<file path="config.mk">
export PLATFORM = sky130hd
export DESIGN_NAME = rf_writeback
export DESIGN_NICKNAME = d
export VERILOG_FILES = /design/src/rtl/rf_writeback.sv
export SDC_FILE = /design/constraint.sdc
export NUM_CORES = 1
export LEC_CHECK = 0
export BUFFER_PORTS_ARGS = -buffer_cell sky130_fd_sc_hd__buf_2
export CAP_MARGIN = 20
export CORE_MARGIN = 10
export CORE_UTILIZATION = 50
export DETAILED_ROUTE_END_ITERATION = 8
export HOLD_SLACK_MARGIN = 0.08
export PLACE_DENSITY_LB_ADDON = 0.08
export SLEW_MARGIN = 20
export SYNTH_ARGS = -nofsm -noshare
export SYNTH_HDL_FRONTEND = slang
export SYNTH_SLANG_ARGS = --single-unit
</file>
<file path="constraint.sdc">
create_clock -name clk -period 3.49 [get_ports clk]
set_clock_uncertainty 0.05 [all_clocks]
set_input_delay 0.349 -clock clk [delete_from_list [all_inputs] [get_ports clk]]
set_output_delay 0.349 -clock clk [all_outputs]
set_load 0.01 [all_outputs]
</file>
<file path="src/rtl/rf_writeback.sv">
// rf_writeback: writeback stage in front of the register file.
// Arbitrates between ALU and load results and queues them in an in-order FIFO.
// The queue drains one write per cycle onto the register-file write port and
// exports a per-register pending mask for the hazard logic.
//
// Optional build macro: WB_R0_DISCARD_EN
//   When defined, register 0 is treated as hardwired zero. Results to r0 are
//   still handshaken but never queued, never written, and never pending.
//   When undefined, r0 behaves like any other register.

module rf_writeback #(
    parameter int DATA_W     = 16,
    parameter int REG_AW     = 4,
    parameter int DEPTH      = 4,
    parameter int STARVE_MAX = 3
) (
    input  logic                   clk,
    input  logic                   rst,

    input  logic                   alu_valid,
    input  logic [REG_AW-1:0]      alu_rd,
    input  logic [DATA_W-1:0]      alu_data,
    output logic                   alu_ready,

    input  logic                   ld_valid,
    input  logic [REG_AW-1:0]      ld_rd,
    input  logic [DATA_W-1:0]      ld_data,
    output logic                   ld_ready,

    output logic                   rf_wr,
    output logic [REG_AW-1:0]      rf_sel,
    output logic [DATA_W-1:0]      rf_data,

    output logic [(2**REG_AW)-1:0] wb_pending,
    output logic                   wb_empty
);

    localparam int NREG  = 2 ** REG_AW;
    localparam int PTR_W = (DEPTH > 1) ? $clog2(DEPTH) : 1;
    localparam int CNT_W = PTR_W + 1;
    localparam int ST_W  = (STARVE_MAX > 0) ? $clog2(STARVE_MAX + 1) : 1;

    localparam logic [CNT_W-1:0] DEPTH_C  = CNT_W'(DEPTH);
    localparam logic [ST_W-1:0]  STARVE_C = ST_W'(STARVE_MAX);

    // Queue bookkeeping
    logic [CNT_W-1:0]  count_q,  count_d;
    logic [PTR_W-1:0]  wr_ptr_q, wr_ptr_d;
    logic [PTR_W-1:0]  rd_ptr_q, rd_ptr_d;
    logic [DEPTH-1:0]  vld_q,    vld_d;
    logic [ST_W-1:0]   starve_q, starve_d;

    // Queue storage (no reset needed: vld_q qualifies every entry)
    logic [REG_AW-1:0] ent_rd_q   [DEPTH];
    logic [DATA_W-1:0] ent_data_q [DEPTH];

    // Registered register-file write port
    logic              rf_wr_q,   rf_wr_d;
    logic [REG_AW-1:0] rf_sel_q,  rf_sel_d;
    logic [DATA_W-1:0] rf_data_q, rf_data_d;

    // Arbitration and handshake results
    logic              space;
    logic              starve_max;
    logic              alu_acc;
    logic              ld_acc;
    logic              push;
    logic              pop;
    logic [REG_AW-1:0] push_rd;
    logic [DATA_W-1:0] push_data;
    logic [NREG-1:0]   pending_c;

    // Select which producer is accepted this cycle; at most one at a time.
    // A pop in the same cycle never frees a slot, so a full queue stalls both.
    always_comb begin
        space      = (count_q < DEPTH_C);
        starve_max = (starve_q == STARVE_C);
        alu_ready  = 1'b0;
        ld_ready   = 1'b0;
        if (!rst && space) begin
            if (alu_valid && ld_valid) begin
                if (starve_max) begin
                    alu_ready = 1'b1;
                end else begin
                    ld_ready = 1'b1;
                end
            end else begin
                alu_ready = !ld_valid;
                ld_ready  = !alu_valid;
            end
        end
    end

    // Resolve the accepted entry and whether it actually enters the queue.
    always_comb begin
        alu_acc   = alu_valid && alu_ready;
        ld_acc    = ld_valid  && ld_ready;
        push_rd   = ld_acc ? ld_rd   : alu_rd;
        push_data = ld_acc ? ld_data : alu_data;
`ifdef WB_R0_DISCARD_EN
        push      = (alu_acc || ld_acc) && (push_rd != '0);
`else
        push      = alu_acc || ld_acc;
`endif
        pop       = (count_q != '0);
    end

    // Count how long an offered ALU result has been losing to the load unit.
    always_comb begin
        starve_d = '0;
        if (alu_valid && !alu_acc) begin
            starve_d = starve_max ? starve_q : starve_q + ST_W'(1);
        end
    end

    // Next-state for pointers, occupancy and the outgoing write.
    always_comb begin
        wr_ptr_d  = wr_ptr_q;
        rd_ptr_d  = rd_ptr_q;
        count_d   = count_q;
        vld_d     = vld_q;
        rf_wr_d   = 1'b0;
        rf_sel_d  = rf_sel_q;
        rf_data_d = rf_data_q;

        if (pop) begin
            vld_d[rd_ptr_q] = 1'b0;
            rd_ptr_d        = rd_ptr_q + PTR_W'(1);
            rf_wr_d         = 1'b1;
            rf_sel_d        = ent_rd_q[rd_ptr_q];
            rf_data_d       = ent_data_q[rd_ptr_q];
        end

        // A push can never hit the slot being popped: that would need the
        // queue to be both empty and full.
        if (push) begin
            vld_d[wr_ptr_q] = 1'b1;
            wr_ptr_d        = wr_ptr_q + PTR_W'(1);
        end

        case ({push, pop})
            2'b10:   count_d = count_q + CNT_W'(1);
            2'b01:   count_d = count_q - CNT_W'(1);
            default: count_d = count_q;
        endcase
    end

    // Control state and the write-port register, cleared by reset.
    always_ff @(posedge clk) begin
        if (rst) begin
            count_q   <= '0;
            wr_ptr_q  <= '0;
            rd_ptr_q  <= '0;
            vld_q     <= '0;
            starve_q  <= '0;
            rf_wr_q   <= 1'b0;
            rf_sel_q  <= '0;
            rf_data_q <= '0;
        end else begin
            count_q   <= count_d;
            wr_ptr_q  <= wr_ptr_d;
            rd_ptr_q  <= rd_ptr_d;
            vld_q     <= vld_d;
            starve_q  <= starve_d;
            rf_wr_q   <= rf_wr_d;
            rf_sel_q  <= rf_sel_d;
            rf_data_q <= rf_data_d;
        end
    end

    // Write the accepted entry into its slot; push is never set during reset.
    always_ff @(posedge clk) begin
        if (push) begin
            ent_rd_q[wr_ptr_q]   <= push_rd;
            ent_data_q[wr_ptr_q] <= push_data;
        end
    end

    // Pending mask: every queued destination plus the write going out now.
    always_comb begin
        pending_c = '0;
        for (int i = 0; i < DEPTH; i++) begin
            if (vld_q[i]) begin
                pending_c = pending_c | (NREG'(1) << ent_rd_q[i]);
            end
        end
        if (rf_wr_q) begin
            pending_c = pending_c | (NREG'(1) << rf_sel_q);
        end
`ifdef WB_R0_DISCARD_EN
        pending_c[0] = 1'b0;
`endif
    end

    assign rf_wr      = rf_wr_q;
    assign rf_sel     = rf_sel_q;
    assign rf_data    = rf_data_q;
    assign wb_pending = pending_c;
    assign wb_empty   = (count_q == '0) && !rf_wr_q;

endmodule
</file>
==> flow_summary_export.csv <==
group,metric,value,unit
clock_network,htree_num_levels,4,
clock_network,cts_buffer_depth,2,
synthesis,synth_commonest_cells,"80 x edfxtp_1, 53 x nand2_1, 34 x dfxtp_1, 21 x nor2_1, 20 x mux2_2",
clock_network,cts_tree,"built",
worst_setup_path,end_kind,"flip-flop",
pwr,ir_drop,0.000369,V
clock_network,ctsRootBufferMaster,"clkbuf_8",
min_path,hold_class,"in2reg",
global_routing,grt_usage,16.6,%
layout,final_cell_count_no_fill,665,
layout,antennaDiodeCount,0,
worst_setup_path,arrival,3.08,ns
layout,layout.nets,567,
synthesis,synth_largest_type_area_fraction,44.1,%
layout,drive_gt1_share,33.3,%
global_routing,grt_max_degree,36,
routing,drc,0,
sta,fin_crit,2.70,ns
pwr,leakage,2.44,nW
floorplan,num_rows,38,
clock_network,post_cts_buffers,0,
sta,final_max_slew_viol_count,0,
synthesis,synth-seq-cells,114,
floorplan,die_w,124,um
worst_setup_path,r2r_cells,9,
synthesis,post-synth-top-count-cell,"edfxtp_1",
global_routing,grt_overflow_total,0,
routing,postRouteAntennaNets,0,
synthesis,synth_cells,425,
clock_network,insertion_delay,0.51,ns
floorplan,initial_core_util,50.7,%
worst_setup_path,critPathLaunchType,"flip-flop",
clock_network,cts_resized,0,
min_path,min_delay_path_depth,2,
synthesis,ys_seq_area_share,56.6,%
routing,drt_wl_total,13100,um
sta,hold_viol,0,
placement,globalplace.congestion,0.924,
global_routing,antenna_found_initial,0,
placement,dp_hpwl,8660,um
synthesis,synthTopCellsByArea,"edfxtp_1 44%, dfxtp_1 12%, mux4_2 6.6%, mux2_2 4.1%, nand2_1 3.6%",
status,outcome,"finished clean",
synthesis,synth_area_per_cell,12.8,um2
sta,worst_pin_slew,1.04,ns
synthesis,synth_edf_count,80,
worst_setup_path,crit_path_max_fanout,28,
worst_setup_path,cp_data_required_time,3.88,ns
sta,setup_ws,0.795,ns
floorplan,ios,84,
synthesis,ys_types,51,
floorplan,core_area,10700,um2
sta,slew_headroom,30.5,%
synthesis,async_reset_ff_share,0,%
sta,finalSetupViolations,0,
layout,area_growth,19.5,%
global_routing,grt_pass1_vias,3968,
routing,dr.pass1.iters,6,
layout,nFillCells,917,
placement,dp.cells,632,
synthesis,synth_ff_type,"edfxtp_1",
clock_network,numCtsBuffers,17,
worst_setup_path,criticalPathCategory,"reg2reg",
clock_network,clkTransAtPathRegs,0.05,ns
clock_network,cts.sinks,114,
routing,dr.first_iter.drc_count,498,
routing,wire_per_inst,19.6,um
sta,rsz0062_at_grt,"no",
sta,fmax,0.371,GHz
synthesis,yosys.area.top_type,"edfxtp_1",
sta,fin_crit_sh,77.2,%
global_routing,grt_pass1_wl,20900,um
pwr,p_per_area,733,nW/um2
synthesis,syn_area,5450,um2
sta,finalSetupTns,0,ns
placement,io_buffers,83,
clock_network,cts_hold_buf,1,
placement,post-place-ws,0.828,ns
synthesis,syn_nets,480,
flow_run,drv_cap,0,
routing,vias_per_cell,5.70,
floorplan,die_area,15500,um2
floorplan,fp.dieH,124,um
routing,num_vias,3789,
synthesis,yosys_warnings,0,
-- worst max-delay path, cell delays in order, from the launching register on --
cell	delay (ns)
dfxtp_1	0.52
nor3_4	0.08
buf_4	0.24
inv_2	0.41
ha_1	0.28
inv_1	0.06
fa_1	0.37
xor2_1	0.16
or3_1	0.31
a21oi_1	0.14
-- path summary, 6_finish.rpt --
kind	start	endpoint	slack (ns)
min reg2reg	rf_data[14]	rf_data[14]	0.41
min	ld_data[10]	ent_data_q[1][10]	0.14
max	count_q[2]	count_q[2]	0.79
max reg2reg	count_q[2]	count_q[2]	0.79
-- metal layers --
| layer | GRT usage, % | part of all wire [%] |
|---|---|---|
| met4 | 5.83 | 1.1 |
| met1 | 20.9 | 44 |
| met2 | 26.4 | 48 |
| met3 | 5.32 | 6.6 |
| met5 | 0 | 0 |
-- cells by family (layout without fill, tap and decap cells) --
kind of cell	count (synthesis)	after routing	share of synthesized area, %
compound gates	70	70	9.50
simple gates	155	155	14.7
buf+inv	33	133	3.58
xor+xnor	2	2	0.321
flops	114	114	56.6
mux	40	40	12.7
fa+ha+maj	11	11	2.66
-- sequential cells by signal, indices dropped and copies added (netlist names) --
name / count
count_q: 3
ent_data_q: 64
ent_rd_q: 16
rd_ptr_q: 2
rf_data: 16
rf_sel: 4
rf_wr: 1
starve_q: 2
vld_q: 4
wr_ptr_q: 2
-- per-stage QoR --
stage	power [mW]	util [%]	hold WS, ns	area (um2)
floorplan	2.82	-	0.421	5450
global placement	3.16	55.3	0.395	5940
detailed placement	3.18	55.3	0.398	5940
CTS	4.82	60.6	0.116	6520
global route	5.04	60.6	0.137	6520
finish	4.78	60.6	0.139	6520
-- cell usage in the layout, fill, tap and decap left out, types with 3 or more instances in the layout --
cell type	netlist	layout
buf_2	11	83
nor2b_1	3	3
edfxtp_1	80	80
nor3b_1	5	5
nand3_1	14	14
mux2_2	20	20
clkinvlp_4	0	3
o22ai_1	13	13
clkbuf_16	0	16
o21ba_2	4	4
a21boi_1	5	5
and3_1	5	5
ha_1	10	10
nand2b_1	16	16
inv_1	8	8
clkinv_1	0	4
nand2_1	53	53
nand4_1	3	3
or3_1	9	9
nor2_1	21	21
a21oi_2	14	14
nand3b_1	9	9
o21ai_0	4	4
dfxtp_1	34	34
clkinv_2	0	3
bufinv_16	0	3
mux4_1	4	4
o32ai_1	5	5
a21oi_1	11	11
nor3_1	5	5
mux4_2	16	16
a32oi_1	3	3
buf_4	3	8
-- layout make-up --
cell class                      count  area [um2]  area share (%)
Sequential cell                   114        3080            47.3
Clock inverter                     13         143            2.19
Clock buffer                       19         422            6.47
Multi-Input combinational cell    278        2170            33.4
Tap cell                          140         175            2.69
Inverter                            9        33.8           0.519
Timing Repair Buffer               92         485            7.45
-- where the power goes --
group	internal, mW	total [mW]	switching [mW]	leakage [nW]
logic	0.552	1.23	0.683	1.17
clock network	1.07	1.63	0.562	0.268
registers	1.69	1.91	0.219	1.01
(Power assumes the default switching activity.)
